===== src/rtl/bus_op_sequencer.sv =====
// bus_op_sequencer: sequences L2 bus ops through address, snoop, data and response phases
module bus_op_sequencer #(
  parameter int ADDR_W     = 32,
  parameter int LINE_W     = 512,
  parameter int SNOOP_WAIT = 2
) (
  input  logic              clk,
  input  logic              rst_n,
  input  logic              req_valid,
  output logic              req_ready,
  input  logic [7:0]        req_op,
  input  logic [ADDR_W-1:0] req_addr,
  input  logic [LINE_W-1:0] req_data,
  output logic [LINE_W-1:0] shared_bus,
  output logic [7:0]        shared_op,
  input  logic [1:0]        snoop,
  output logic              rsp_valid,
  output logic [1:0]        rsp_state,
  output logic              rsp_retry,
  output logic              rsp_err,
  output logic [15:0]       txn_count
);
  typedef enum logic [2:0] {IDLE, ADDR, SNOOP, DATA, RESP} state_t;
  localparam logic [7:0] OP_R = 8'h52;
  localparam logic [7:0] OP_M = 8'h4D;
  localparam logic [7:0] OP_I = 8'h49;
  localparam logic [7:0] OP_W = 8'h57;
  localparam logic [1:0] ST_I = 2'b00;
  localparam logic [1:0] ST_S = 2'b01;
  localparam logic [1:0] ST_E = 2'b10;
  localparam logic [1:0] ST_M = 2'b11;
  state_t              state_q, state_d;
  logic [7:0]          op_q, op_d;
  logic [ADDR_W-1:0]   addr_q, addr_d;
  logic [LINE_W-1:0]   data_q, data_d;
  logic [3:0]          cnt_q, cnt_d;
  logic [15:0]         txn_q, txn_d;
  logic [1:0]          st_q, st_d;
  logic                retry_q, retry_d;
  logic                err_q, err_d;
  logic                legal;
  logic                hitm;
  assign legal = (req_op == OP_R) || (req_op == OP_M) || (req_op == OP_I) || (req_op == OP_W);
  // Reserved snoop code 11 is folded into HITM together with 10.
  assign hitm  = snoop[1];
  // State and captured-request registers; reset abandons any transaction in flight.
  always_ff @(posedge clk or negedge rst_n) begin
    if (!rst_n) begin
      state_q <= IDLE;
      op_q    <= '0;
      addr_q  <= '0;
      data_q  <= '0;
      cnt_q   <= '0;
      txn_q   <= '0;
      st_q    <= ST_I;
      retry_q <= 1'b0;
      err_q   <= 1'b0;
    end else begin
      state_q <= state_d;
      op_q    <= op_d;
      addr_q  <= addr_d;
      data_q  <= data_d;
      cnt_q   <= cnt_d;
      txn_q   <= txn_d;
      st_q    <= st_d;
      retry_q <= retry_d;
      err_q   <= err_d;
    end
  end
  // Next-state logic: capture on handshake, time the snoop window, resolve the MESI result.
  always_comb begin
    state_d = state_q;
    op_d    = op_q;
    addr_d  = addr_q;
    data_d  = data_q;
    cnt_d   = cnt_q;
    txn_d   = txn_q;
    st_d    = st_q;
    retry_d = retry_q;
    err_d   = err_q;
    case (state_q)
      IDLE: begin
        st_d    = ST_I;
        retry_d = 1'b0;
        err_d   = 1'b0;
        if (req_valid) begin
          op_d    = req_op;
          addr_d  = req_addr;
          data_d  = req_data;
          err_d   = !legal;
          state_d = legal ? ADDR : RESP;
        end
      end
      ADDR: begin
        cnt_d   = 4'(SNOOP_WAIT - 1);
        txn_d   = txn_q + 16'd1;
        state_d = SNOOP;
      end
      SNOOP: begin
        if (cnt_q != 4'd0) begin
          cnt_d = cnt_q - 4'd1;
        end else begin
          retry_d = ((op_q == OP_R) || (op_q == OP_M)) && hitm;
          st_d    = (op_q == OP_W) ? ST_I :
                    (op_q == OP_I) ? ST_M :
                    hitm           ? ST_I :
                    (op_q == OP_M) ? ST_M :
                    snoop[0]       ? ST_S : ST_E;
          state_d = (op_q == OP_W) ? DATA : RESP;
        end
      end
      DATA:    state_d = RESP;
      RESP:    state_d = IDLE;
      default: state_d = IDLE;
    endcase
  end
  assign req_ready  = state_q == IDLE;
  assign shared_op  = (state_q == ADDR) ? op_q : 8'h00;
  assign shared_bus = (state_q == ADDR) ? LINE_W'(addr_q) : (state_q == DATA) ? data_q : '0;
  assign rsp_valid  = state_q == RESP;
  assign rsp_state  = rsp_valid ? st_q : ST_I;
  assign rsp_retry  = rsp_valid & retry_q;
  assign rsp_err    = rsp_valid & err_q;
  assign txn_count  = txn_q;
endmodule

===== config.mk =====
export PLATFORM = sky130hd
export DESIGN_NAME = bus_op_sequencer
export DESIGN_NICKNAME = d
export VERILOG_FILES = /design/src/rtl/bus_op_sequencer.sv
export SDC_FILE = /design/constraint.sdc
export NUM_CORES = 1
export LEC_CHECK = 0
export ABC_AREA = 1
export CORE_AREA = 2 2 427 429
export DETAILED_ROUTE_END_ITERATION = 10
export DIE_AREA = 0 0 429 431
export SLEW_MARGIN = 20
export SYNTH_ARGS = -nofsm -noshare
export SYNTH_HDL_FRONTEND = slang
export SYNTH_SLANG_ARGS = --single-unit

===== constraint.sdc =====
create_clock -name clk -period 3.3 [get_ports clk]
set_clock_uncertainty 0.2 [all_clocks]
set_input_delay 0.825 -clock clk [delete_from_list [all_inputs] [get_ports clk]]
set_output_delay 0.825 -clock clk [all_outputs]
set_load 0.01 [all_outputs]

# Word level (Yosys, flattened, before mapping)
# Index checks and enable logic that the tools add are counted.
# Widths: inputs -> output; s select.
[word_totals] reg_bits=579 latchBits=0 ramBits=0 romBits=0 inputBits=557 output_inout_bits=542 n_memories=0
[classes] n_addsub=2 mul=0 n_div=0 n_lt_le_gt_ge=0 eq_ne=15 shifts=0 mux=21 bitwise_logic=2 n_reduce_logical=14
[op_table] operator="$mux 512" n=2
[op_table] operator="$eq 8x7->1 const B" n=8
[op_table] operator="$add 16x1->16 const B" n=1
[op_table] operator="$mux 2" n=7
[op_table] operator="$mux 3" n=4
[op_table] operator="$pmux 3 s4" n=1
[op_table] operator="$mux 8" n=1
[op_table] operator="$pmux 4 s2" n=1
[op_table] operator="$reduce_and 2->1" n=4
[op_table] operator="$eq 3x2->1 const B" n=2
[op_table] operator="$ne 2x2->1 const B" n=3
[op_table] operator="$logic_or 1x1->1" n=4
[op_table] operator="$mux 4" n=1
[op_table] operator="$pmux 2 s2" n=1
[op_table] operator="$reduce_bool 2->1" n=2
[op_table] operator="$reduce_bool 4->1" n=1
[op_table] operator="$sub 4x1->4 const B" n=1
[op_table] operator="$eq 3x1->1 const B" n=1
[op_table] operator="$eq 3x3->1 const B" n=1
[op_table] operator="$logic_not 3->1" n=1
[op_table] operator="$and 1x1->1" n=2
[op_table] operator="$mux 1" n=2
[op_table] operator="$pmux 1 s2" n=1
[op_table] operator="$logic_and 1x1->1" n=1
[op_table] operator="$logic_not 1->1" n=1

# Depth between registers and ports, before layout
# Gate-level depths: netlist (run 1).
[logic_depth] word_depth=7 mapped_depth=10

# Least setup slack after synthesis (run 1)
# Ideal clock, no wire load.
[synth_path] path_type="register to output" from="reg state_q[0]" to="out shared_bus[100]" arrival_ps=1272 required_time_ps=2275 path_slack_ps=1003 path_stages_with_launch=5 path_buffers=2 cell_sequence="dfrtp_1 nand3_1 clkbuf_1 clkbuf_1 nor2_1"
[synth_between] elab_chain_len=3 word_cells_on_any_way=4 cone_classes="eq/ne: 2; mux: 2"
[synth_rtl] element="start: declaration" line_no="32" text="state_t state_q, state_d;"
[synth_rtl] element="start signal: assignment" line_no="59" text="state_q <= state_d;"
[synth_rtl] element="$eq 3x2->1" line_no="119" text="assign shared_bus = (state_q == ADDR) ? LINE_W'(addr_q) : (state_q == DATA) ? data_q : '0;"
[synth_rtl] element="$mux 512" line_no="119"
[synth_rtl] element="$mux 512 *" line_no="119"
[synth_rtl] element="end: declaration" line_no="14" text="output logic [LINE_W-1:0] shared_bus,"
# Mark *: on every way between the ends. The rest lies on a longest branch, timed or not.

# Worst setup path in the final report (run 1)
[layout_path] from="reg state_q[2]" to="out shared_bus[323]"
# The elaborated chain is that of the path after synthesis.

==> impl_metrics.yaml, run 1 <==
die:
  io_pins: 1099
  rows: 156
  die_w_um: 429
  die_area_um2: 185000
  chipHeight_um: 431
  initial_utilization: 0.140
  core_um2: 180000
yosys:
  ys_warn_count: 0
  syn-cell-area_um2: 25300
  synth_cells: 3164
  yosysSeqAreaShare: 0.573
  synth_seq_cells: 579
  ys_types: 27
  synthesis.nets: 3724
  syn_area_per_cell_um2: 7.99
drt:
  via_count: 25400
  first_iter_violations: 1760
  drc: 0
  routed_wl_um: 147000
  drtPass1Iterations: 5
  detail-route-antenna-nets: 0
  wl_per_cell_um: 21.5
  viasPerCell: 3.73
timing:
  max_freq_mhz: 295
  timing.hold.ws_ns: 0.286
  fin_crit_sh: 1.03
  fin_ws_ns: -0.0909
  slew_violations: 0
  relSlewSlack: 0.563
  tightestPinTransition_ns: 0.653
  rsz0062_at_grt: "true"
  final_hold_viol_count: 0
  fin_crit_ns: 3.39
  tns_ns: -2.47
  setup_violations: 94
place:
  place.gp.congestion: 0.979
  dp_hpwl_um: 116000
  placed_area_um2: 40200
  port_buffers: 1098
  pre_cts_ws_ns: 0.169
  dp_cells: 6582
grt:
  antenna_found_initial: 63
  grt_pass1_vias: 24700
  grt_start_max_net_pins: 93
  grt_first_pass_wirelength_um: 198000
  track_usage: 0.152
  gr-total-overflow: 0
power:
  p_leak_nw: 20.8
  power_mw: 27.3
  pwr_density_cell_nw_per_um2: 614
  ir_drop_mv: 0.356
worst_setup_path:
  critPathRequiredTime_ns: 2.27
  max_stage_delay_ns: 0.40
  critPathMaxFanout: 8
  cp-start-kind: "flop"
  cpMostUsedCell: "buf_12"
  cp.arrival_ns: 2.37
  cp_cell_sequence: "inv_2, nand3_4, buf_12, buf_16, buf_12, buf_12, nor2_4, buf_8, buf_12"
  slowest_stage: "dfrtp_1"
  crit_type: "reg -> out"
  cp-end-kind: "output pin"
outcome:
  status: "finished with violations"
  violations: "negative setup slack"
finish:
  drive_gt1_frac: 0.237
  finalNonFillerCells: 6814
  fin_area_um2: 44500
  area_growth_pct: 75.8
  fin_nets: 4913
  post-route-util: 0.247
  fillers: 19500
cts:
  cts_tree: "done"
  htreeDepth: 3
  cts.sinks: 579
  clock_latency_ns: 0.69
  cts_buffers: 75
  clkTransAtPathRegs_ns: 0.06
  cts-root-buf: "clkbuf_16"
  clockBufferDepth: 3
flow_run:
  drv_cap: 0
min_path:
  hold_class: "reg -> reg"
synthesized netlist by cell type, drive strengths merged:
cell type,count,area (um2)
nor3,2,10.0
xor2,4,35.0
o22ai,33,206
clkbuf,99,372
nand2,643,2420
o21ai,564,2820
nor3b,1,7.51
nor2,530,1990
inv,594,2230
ha,3,37.5
a21oi,4,20.0
dfrtp,579,14500
a21boi,1,7.51
nand3,16,80.1
buf,83,502
xnor2,2,17.5
nand4,3,18.8
nand3b,2,15.0
o211ai,1,7.51
layer usage:
metal	global-route usage	share of wire	vias up
met3	0.0375	0.071	230
met4	0.0580	0.031	4
met1	0.209	0.45	12200
met5	0	0.00016	-
met2	0.230	0.45	995
li1	-	-	12000
repair_timing:
action / in CTS / in global routing
cloned: 18 / 15
endpoints found under the setup margin: 517 / 473
hold buffers: 1 / 0
resized for setup: 1394 / 727
endpoints found under the hold margin: 31 / 0
pin swaps: 2 / 8
buffers inserted: 22 / 15
report_power, final:
part | total [mW] | leakage [nW] | switching, mW | internal (mW)
logic | 7.92 | 12.4 | 5.57 | 2.35
registers | 10.6 | 7.15 | 0.745 | 9.89
clock network | 8.74 | 1.27 | 3.58 | 5.16
total | 27.3 | 20.8 | 9.90 | 17.4
sequential cells by signal, indices dropped and copies added, names as in the netlist:
signal     cells
state_q        3
st_q           2
err_q          1
addr_q        32
txn_count     16
cnt_q          4
data_q       512
op_q           8
retry_q        1
kinds of logic (layout without fill, tap and decap cells):
group,count (synthesis),in the layout,share of synthesized area
adder cells (fa/ha/maj),3,3,0.00148
buffers and inverters,776,2025,0.123
XOR/XNOR,6,6,0.00208
other,0,31,0
AO/OA/AOI/OAI,603,603,0.121
flip-flops,579,579,0.573
AND/OR/NAND/NOR,1197,1197,0.180
final timing paths:
check	startpoint	to	slack, ns	depth (start not counted)
max reg2reg	state_q[2]	data_q[208]	0.85	10
max in group asynchronous	rst_n	data_q[282]	1.49	3
max	state_q[2]	shared_bus[323]	-0.09	9
min	retry_q	retry_q	0.29	2
min in group asynchronous	rst_n	data_q[402]	0.48	2
min reg2reg	retry_q	retry_q	0.29	2
cells in the final DEF, fill, tap and decap left out, types with 4 or more instances in the layout:
cell | netlist | final
dfrtp_1 | 579 | 578
clkdlybuf4s15_2 | 0 | 4
a21oi_1 | 4 | 4
buf_4 | 3 | 95
nor2_1 | 528 | 275
inv_1 | 591 | 590
buf_6 | 11 | 129
clkbuf_1 | 99 | 16
dlymetal6s2s_1 | 0 | 4
nor2_2 | 2 | 103
clkinv_2 | 0 | 9
clkbuf_16 | 0 | 90
o21ai_1 | 94 | 94
buf_16 | 0 | 20
buf_8 | 1 | 12
buf_12 | 0 | 92
xor2_1 | 4 | 4
diode_2 | 0 | 31
clkbuf_2 | 0 | 61
inv_6 | 0 | 4
clkdlybuf4s50_1 | 0 | 572
dlygate4sd2_1 | 0 | 33
nor2_4 | 0 | 152
nand3_1 | 16 | 14
o21ai_0 | 470 | 470
bufinv_16 | 0 | 7
buf_2 | 68 | 231
clkbuf_8 | 0 | 14
clkdlybuf4s15_1 | 0 | 25
nand2_1 | 642 | 642
o22ai_1 | 33 | 31
critical path: cells and delay by family (launching register included):
family | cells | cell delay, ns
buffers and inverters | 7 | 1.00
DFF | 1 | 0.40
and+or+nand+nor | 2 | 0.18
layout make-up:
cell class,instances,area [um2],area share
flip-flops and latches,579,14500,0.326
well taps,2370,2970,0.0667
diodes,31,77.6,0.00174
multi-input cells,1809,9140,0.205
clock inverters,31,442,0.00993
inverters,594,2250,0.0505
repair buffers,1294,13000,0.291
clock buffers,106,2150,0.0485
Power figures use the tool's default switching activity.
==> run 2: changes to the inputs <==
==> constraint.sdc (replaced) <==
create_clock -name clk -period 3.3 [get_ports clk]
set_clock_uncertainty 0.2 [all_clocks]
set_input_delay 0.33 -clock clk [delete_from_list [all_inputs] [get_ports clk]]
set_output_delay 0.33 -clock clk [all_outputs]
set_load 0.01 [all_outputs]
==> impl_metrics.yaml, run 2 (synthesized netlist as in run 1, its figures left out) <==
outcome:
  status: "finished, final reports clean"
worst_setup_path:
  critPathMaxFanout: 28
  r2r_cells: 8
  cp.arrival_ns: 2.71
  r2r_slack_ns: 0.87
  rr_startpoint: "state_q[0]"
  crit_type: "reg -> out"
  crit_start: "state_q[2]"
  r2r_end: "data_q[259]"
  cp-end-kind: "output pin"
  crit_end: "shared_bus[295]"
  critPathRequiredTime_ns: 2.77
  cp-start-kind: "flop"
die:
  rows: 156
  die_area_um2: 185000
  die_w_um: 429
  chipHeight_um: 431
  core_um2: 180000
  io_pins: 1099
  initial_utilization: 0.140
power:
  pwr_density_cell_nw_per_um2: 592
  power_mw: 27.9
  p_leak_nw: 21.2
  ir_drop_mv: 0.376
timing:
  tns_ns: 0
  max_freq_mhz: 309
  setup_violations: 0
  fin_crit_ns: 3.24
  fin_ws_ns: 0.0643
  tightestPinTransition_ns: 0.881
  final_hold_viol_count: 0
  slew_violations: 0
  fin_crit_sh: 0.981
  timing.hold.ws_ns: 0.0357
  rsz0062_at_grt: "false"
  relSlewSlack: 0.413
drt:
  wl_per_cell_um: 20.4
  drtPass1Iterations: 5
  viasPerCell: 3.77
  first_iter_violations: 1782
  routed_wl_um: 146000
  via_count: 27000
  drc: 0
  detail-route-antenna-nets: 0
finish:
  drive_gt1_frac: 0.0684
  final_cell_mix: "clkdlybuf4s50_1, nand2_1, inv_1"
  post-route-util: 0.262
  area_growth_pct: 86.6
  final_common_cell: "clkdlybuf4s50_1"
  largest_register_ffs: 512
  fin_nets: 5245
  regMostFlops: "data_q"
cts:
  clock_latency_ns: 0.69
  clkTransAtPathRegs_ns: 0.06
  cts_buffers: 79
  cts-root-buf: "clkbuf_16"
  clockBufferDepth: 3
  cts.sinks: 579
  cts_tree: "done"
  htreeDepth: 3
place:
  dp_hpwl_um: 115000
  port_buffers: 1098
  place.gp.congestion: 0.962
  pre_cts_ws_ns: 0.473
grt:
  grt_first_pass_wirelength_um: 201000
  gr-total-overflow: 0
  antenna_found_initial: 42
  track_usage: 0.152
  grt_start_max_net_pins: 108
  grt_pass1_vias: 26800
flow_run:
  drv_cap: 0
min_path:
  hold_class: "in -> async"
[run 2: cell count changes in the layout (fill, tap and decap cells not counted), moves of 129 or more]
cell             before  now
dlygate4sd3_1         1  433
clkdlybuf4s50_1     572  980
nor2_1              275  516
buf_2               231    0
nor2_4              152    0
buf_6               129    0
[run 2: per-layer routing]
layer | routed length (um) | part of all wire | vias up | track usage
li1 | - | - | 12600 | -
met1 | 65400 | 0.45 | 13100 | 0.206
met2 | 65800 | 0.45 | 1079 | 0.235
met3 | 10200 | 0.070 | 206 | 0.0357
met4 | 4380 | 0.030 | 0 | 0.0501
met5 | 0 | 0 | - | 0
[run 2: repair_timing]
item	in CTS	in global routing
gates cloned	2	1
endpoints found under the setup margin	379	46
buffers inserted	9	0
resized for setup	29	31
endpoints found under the hold margin	492	0
pin swaps	1	0
hold buffers	433	0
[run 2: critical path: stages, from the launching register on]
cell and delay (ns):
dfrtp_1 0.40, inv_2 0.09, nand3_4 0.13, buf_12 0.18, buf_4 0.25, nor2_1 0.64, buf_4 0.25
[run 2: through the flow]
| step | cell area, um2 | cells |
|---|---|---|
| 2_1_floorplan | 25300 | 3164 |
| 3_3_place_gp | 39700 | 6529 |
| 3_5_place_dp | 39700 | 6529 |
| 4_1_cts | 47000 | 7118 |
| 5_1_grt | 47200 | 7135 |
| 6_report | 47200 | 7145 |
[run 2: where the power goes]
group	internal, mW	total, mW	leakage [nW]	switching, mW
logic	2.57	8.01	12.7	5.44
clock network	5.57	9.28	1.37	3.71
registers	9.90	10.7	7.15	0.756
[run 2: cell type report]
cell class                      count  area (um2)
Clock buffer                      107        2290
Tap cell                         2370        2970
Multi-Input combinational cell   1809        7760
Antenna cell                       26        65.1
Sequential cell                   579       14500
Timing Repair Buffer             1622       16800
Inverter                          594        2250
Clock inverter                     38         532
Fill cell                       19200      133000
[run 2: worst min-delay path by stage]
stage / start / to / slack (ns) / cells past startpoint
finish: rst_n / data_q[397] / 0.04 / 2
global route: rst_n / data_q[474] / 0.04 / 2
CTS: req_data[9] / data_q[9] / 0.001 / 3
detailed placement: rst_n / data_q[114] / 0.21 / 1
global placement: rst_n / data_q[39] / 0.23 / 1
floorplan: rst_n / addr_q[0] / -0.17 / 0
==> run 3: changes to the inputs <==
- CORE_AREA: 2 2 427 429 -> 2 2 422 424
- DIE_AREA: 0 0 429 431 -> 0 0 424 426
==> impl_metrics.yaml, run 3 (synthesized netlist as in run 1, its figures left out) <==
drt:
  routed_wl_um: 135000
  drc: 0
  detail-route-antenna-nets: 0
  wl_per_cell_um: 19.0
  via_count: 26900
  drtPass1Iterations: 5
  first_iter_violations: 1798
  viasPerCell: 3.79
cts:
  cts.sinks: 579
  cts_tree: "done"
  cts_buffers: 74
  clkTransAtPathRegs_ns: 0.06
  clock_latency_ns: 0.66
  htreeDepth: 3
  cts-root-buf: "clkbuf_16"
  clockBufferDepth: 3
min_path:
  hold_class: "in -> reg"
timing:
  tns_ns: 0
  final_hold_viol_count: 0
  setup_violations: 0
  slew_violations: 0
  fin_crit_sh: 0.961
  timing.hold.ws_ns: 0.0839
  max_freq_mhz: 315
  tightestPinTransition_ns: 0.870
  relSlewSlack: 0.420
  fin_crit_ns: 3.17
  rsz0062_at_grt: "false"
finish:
  regMostFlops: "data_q"
  area_growth_pct: 84.6
  post-route-util: 0.266
  finalNonFillerCells: 7106
  final_cell_mix: "clkdlybuf4s50_1, nand2_1, inv_1"
  fin_nets: 5253
  largest_register_ffs: 512
  fillers: 18800
  drive_gt1_frac: 0.0564
  final_common_cell: "clkdlybuf4s50_1"
die:
  die_w_um: 424
  core_um2: 176000
  initial_utilization: 0.144
  chipHeight_um: 426
  io_pins: 1099
  rows: 154
  die_area_um2: 181000
power:
  p_sw_mw: 9.36
  pwr-share-clk: 0.318
  p_leak_nw: 21.8
  p_int_mw: 17.4
  power_frac_comb: 0.284
  swShare: 0.350
  ir_drop_mv: 0.376
  pwr-share-seq: 0.398
  pwr_density_cell_nw_per_um2: 574
grt:
  track_usage: 0.143
  gr-total-overflow: 0
  antenna_found_initial: 36
  grt_start_max_net_pins: 119
  grt_pass1_vias: 26700
  grt_first_pass_wirelength_um: 189000
worst_setup_path:
  critPathMaxFanout: 21
  crit_type: "reg -> out"
  cp-start-kind: "flop"
  cp-end-kind: "output pin"
  r2r_slack_ns: 0.76
  critPathRequiredTime_ns: 2.77
  cp.arrival_ns: 2.64
flow_run:
  drv_cap: 0
place:
  port_buffers: 1098
  dp_cells: 6514
  place.gp.congestion: 0.922
  dp_hpwl_um: 105000
outcome:
  status: "finished, final reports clean"
==> run 3: changes by cell type in the layout (fill, tap and decap cells not counted), moves of 7 or more <==
cell | before | now
buf_12 | 70 | 46
clkdlybuf4s50_1 | 980 | 951
diode_2 | 26 | 17
dlygate4sd2_1 | 20 | 52
dlymetal6s2s_1 | 23 | 64
nor2_1 | 516 | 523
nor2_2 | 14 | 7
==> run 3: path summary, 6_finish.rpt <==
| check | cells past startpoint | endpoint | startpoint |
|---|---|---|---|
| worst min-delay path | 3 | data_q[184] | req_data[184] |
| worst max register to register | 8 | data_q[319] | state_q[0] |
| min in group asynchronous | 2 | data_q[102] | rst_n |
| max in group asynchronous | 3 | data_q[211] | rst_n |
| worst min register to register | 2 | st_q[1] | st_q[1] |
| worst max-delay path | 5 | shared_bus[18] | state_q[1] |
==> run 3: area by class of cell <==
cell class / instances / area [um2] / area share
Timing Repair Buffer: 1635 / 16700 / 0.358
Sequential cell: 579 / 14500 / 0.310
Multi-Input combinational cell: 1809 / 7740 / 0.166
Tap cell: 2340 / 2930 / 0.0627
Inverter: 594 / 2250 / 0.0481
Clock buffer: 104 / 2180 / 0.0466
Clock inverter: 28 / 337 / 0.00721
Antenna cell: 17 / 42.5 / 0.000911
==> run 3: per-layer routing <==
metal  global-route usage  vias to the layer above  part of all wire
li1                     -                    12600                 -
met1                0.187                    13100              0.43
met2                0.230                     1059              0.47
met3               0.0378                      192             0.073
met4               0.0422                        2             0.026
met5                    0                        -          0.000081
==> run 3: critical path, cell delays in order (launching register included) <==
cell and delay (ns):
dfrtp_1 0.46, nand3_4 0.22, buf_12 0.23, buf_4 0.24, o22ai_1 0.22, clkdlybuf4s50_1 0.59
==> run 3: repair_timing <==
item,CTS,global route
pin swaps,1,0
hold buffers,435,1
setup endpoints to repair,301,111
gates cloned,1,0
resized for setup,55,69
setup buffers,5,1
hold endpoints to repair,475,1
==> run 3: metrics by stage <==
| step | worst slack (ns) | instance area, um2 | power (mW) |
|---|---|---|---|
| after global placement | 0.573 | 39600 | 17.8 |
| after global routing | 0.0174 | 46700 | 28.5 |
| after detailed placement | 0.552 | 39600 | 17.9 |
| after floorplan | 1.50 | 25300 | 14.5 |
| after CTS | 0.000402 | 46500 | 27.1 |
| final | 0.128 | 46700 | 26.8 |
==> run 3: power groups by stage <==
stage	logic, mW	registers [mW]	clock network, mW
finish	7.62	10.7	8.51
global route	8.55	10.9	9.05
CTS	7.65	10.7	8.82
detailed placement	7.11	10.8	0
global placement	7.07	10.7	0
floorplan	3.90	10.6	0
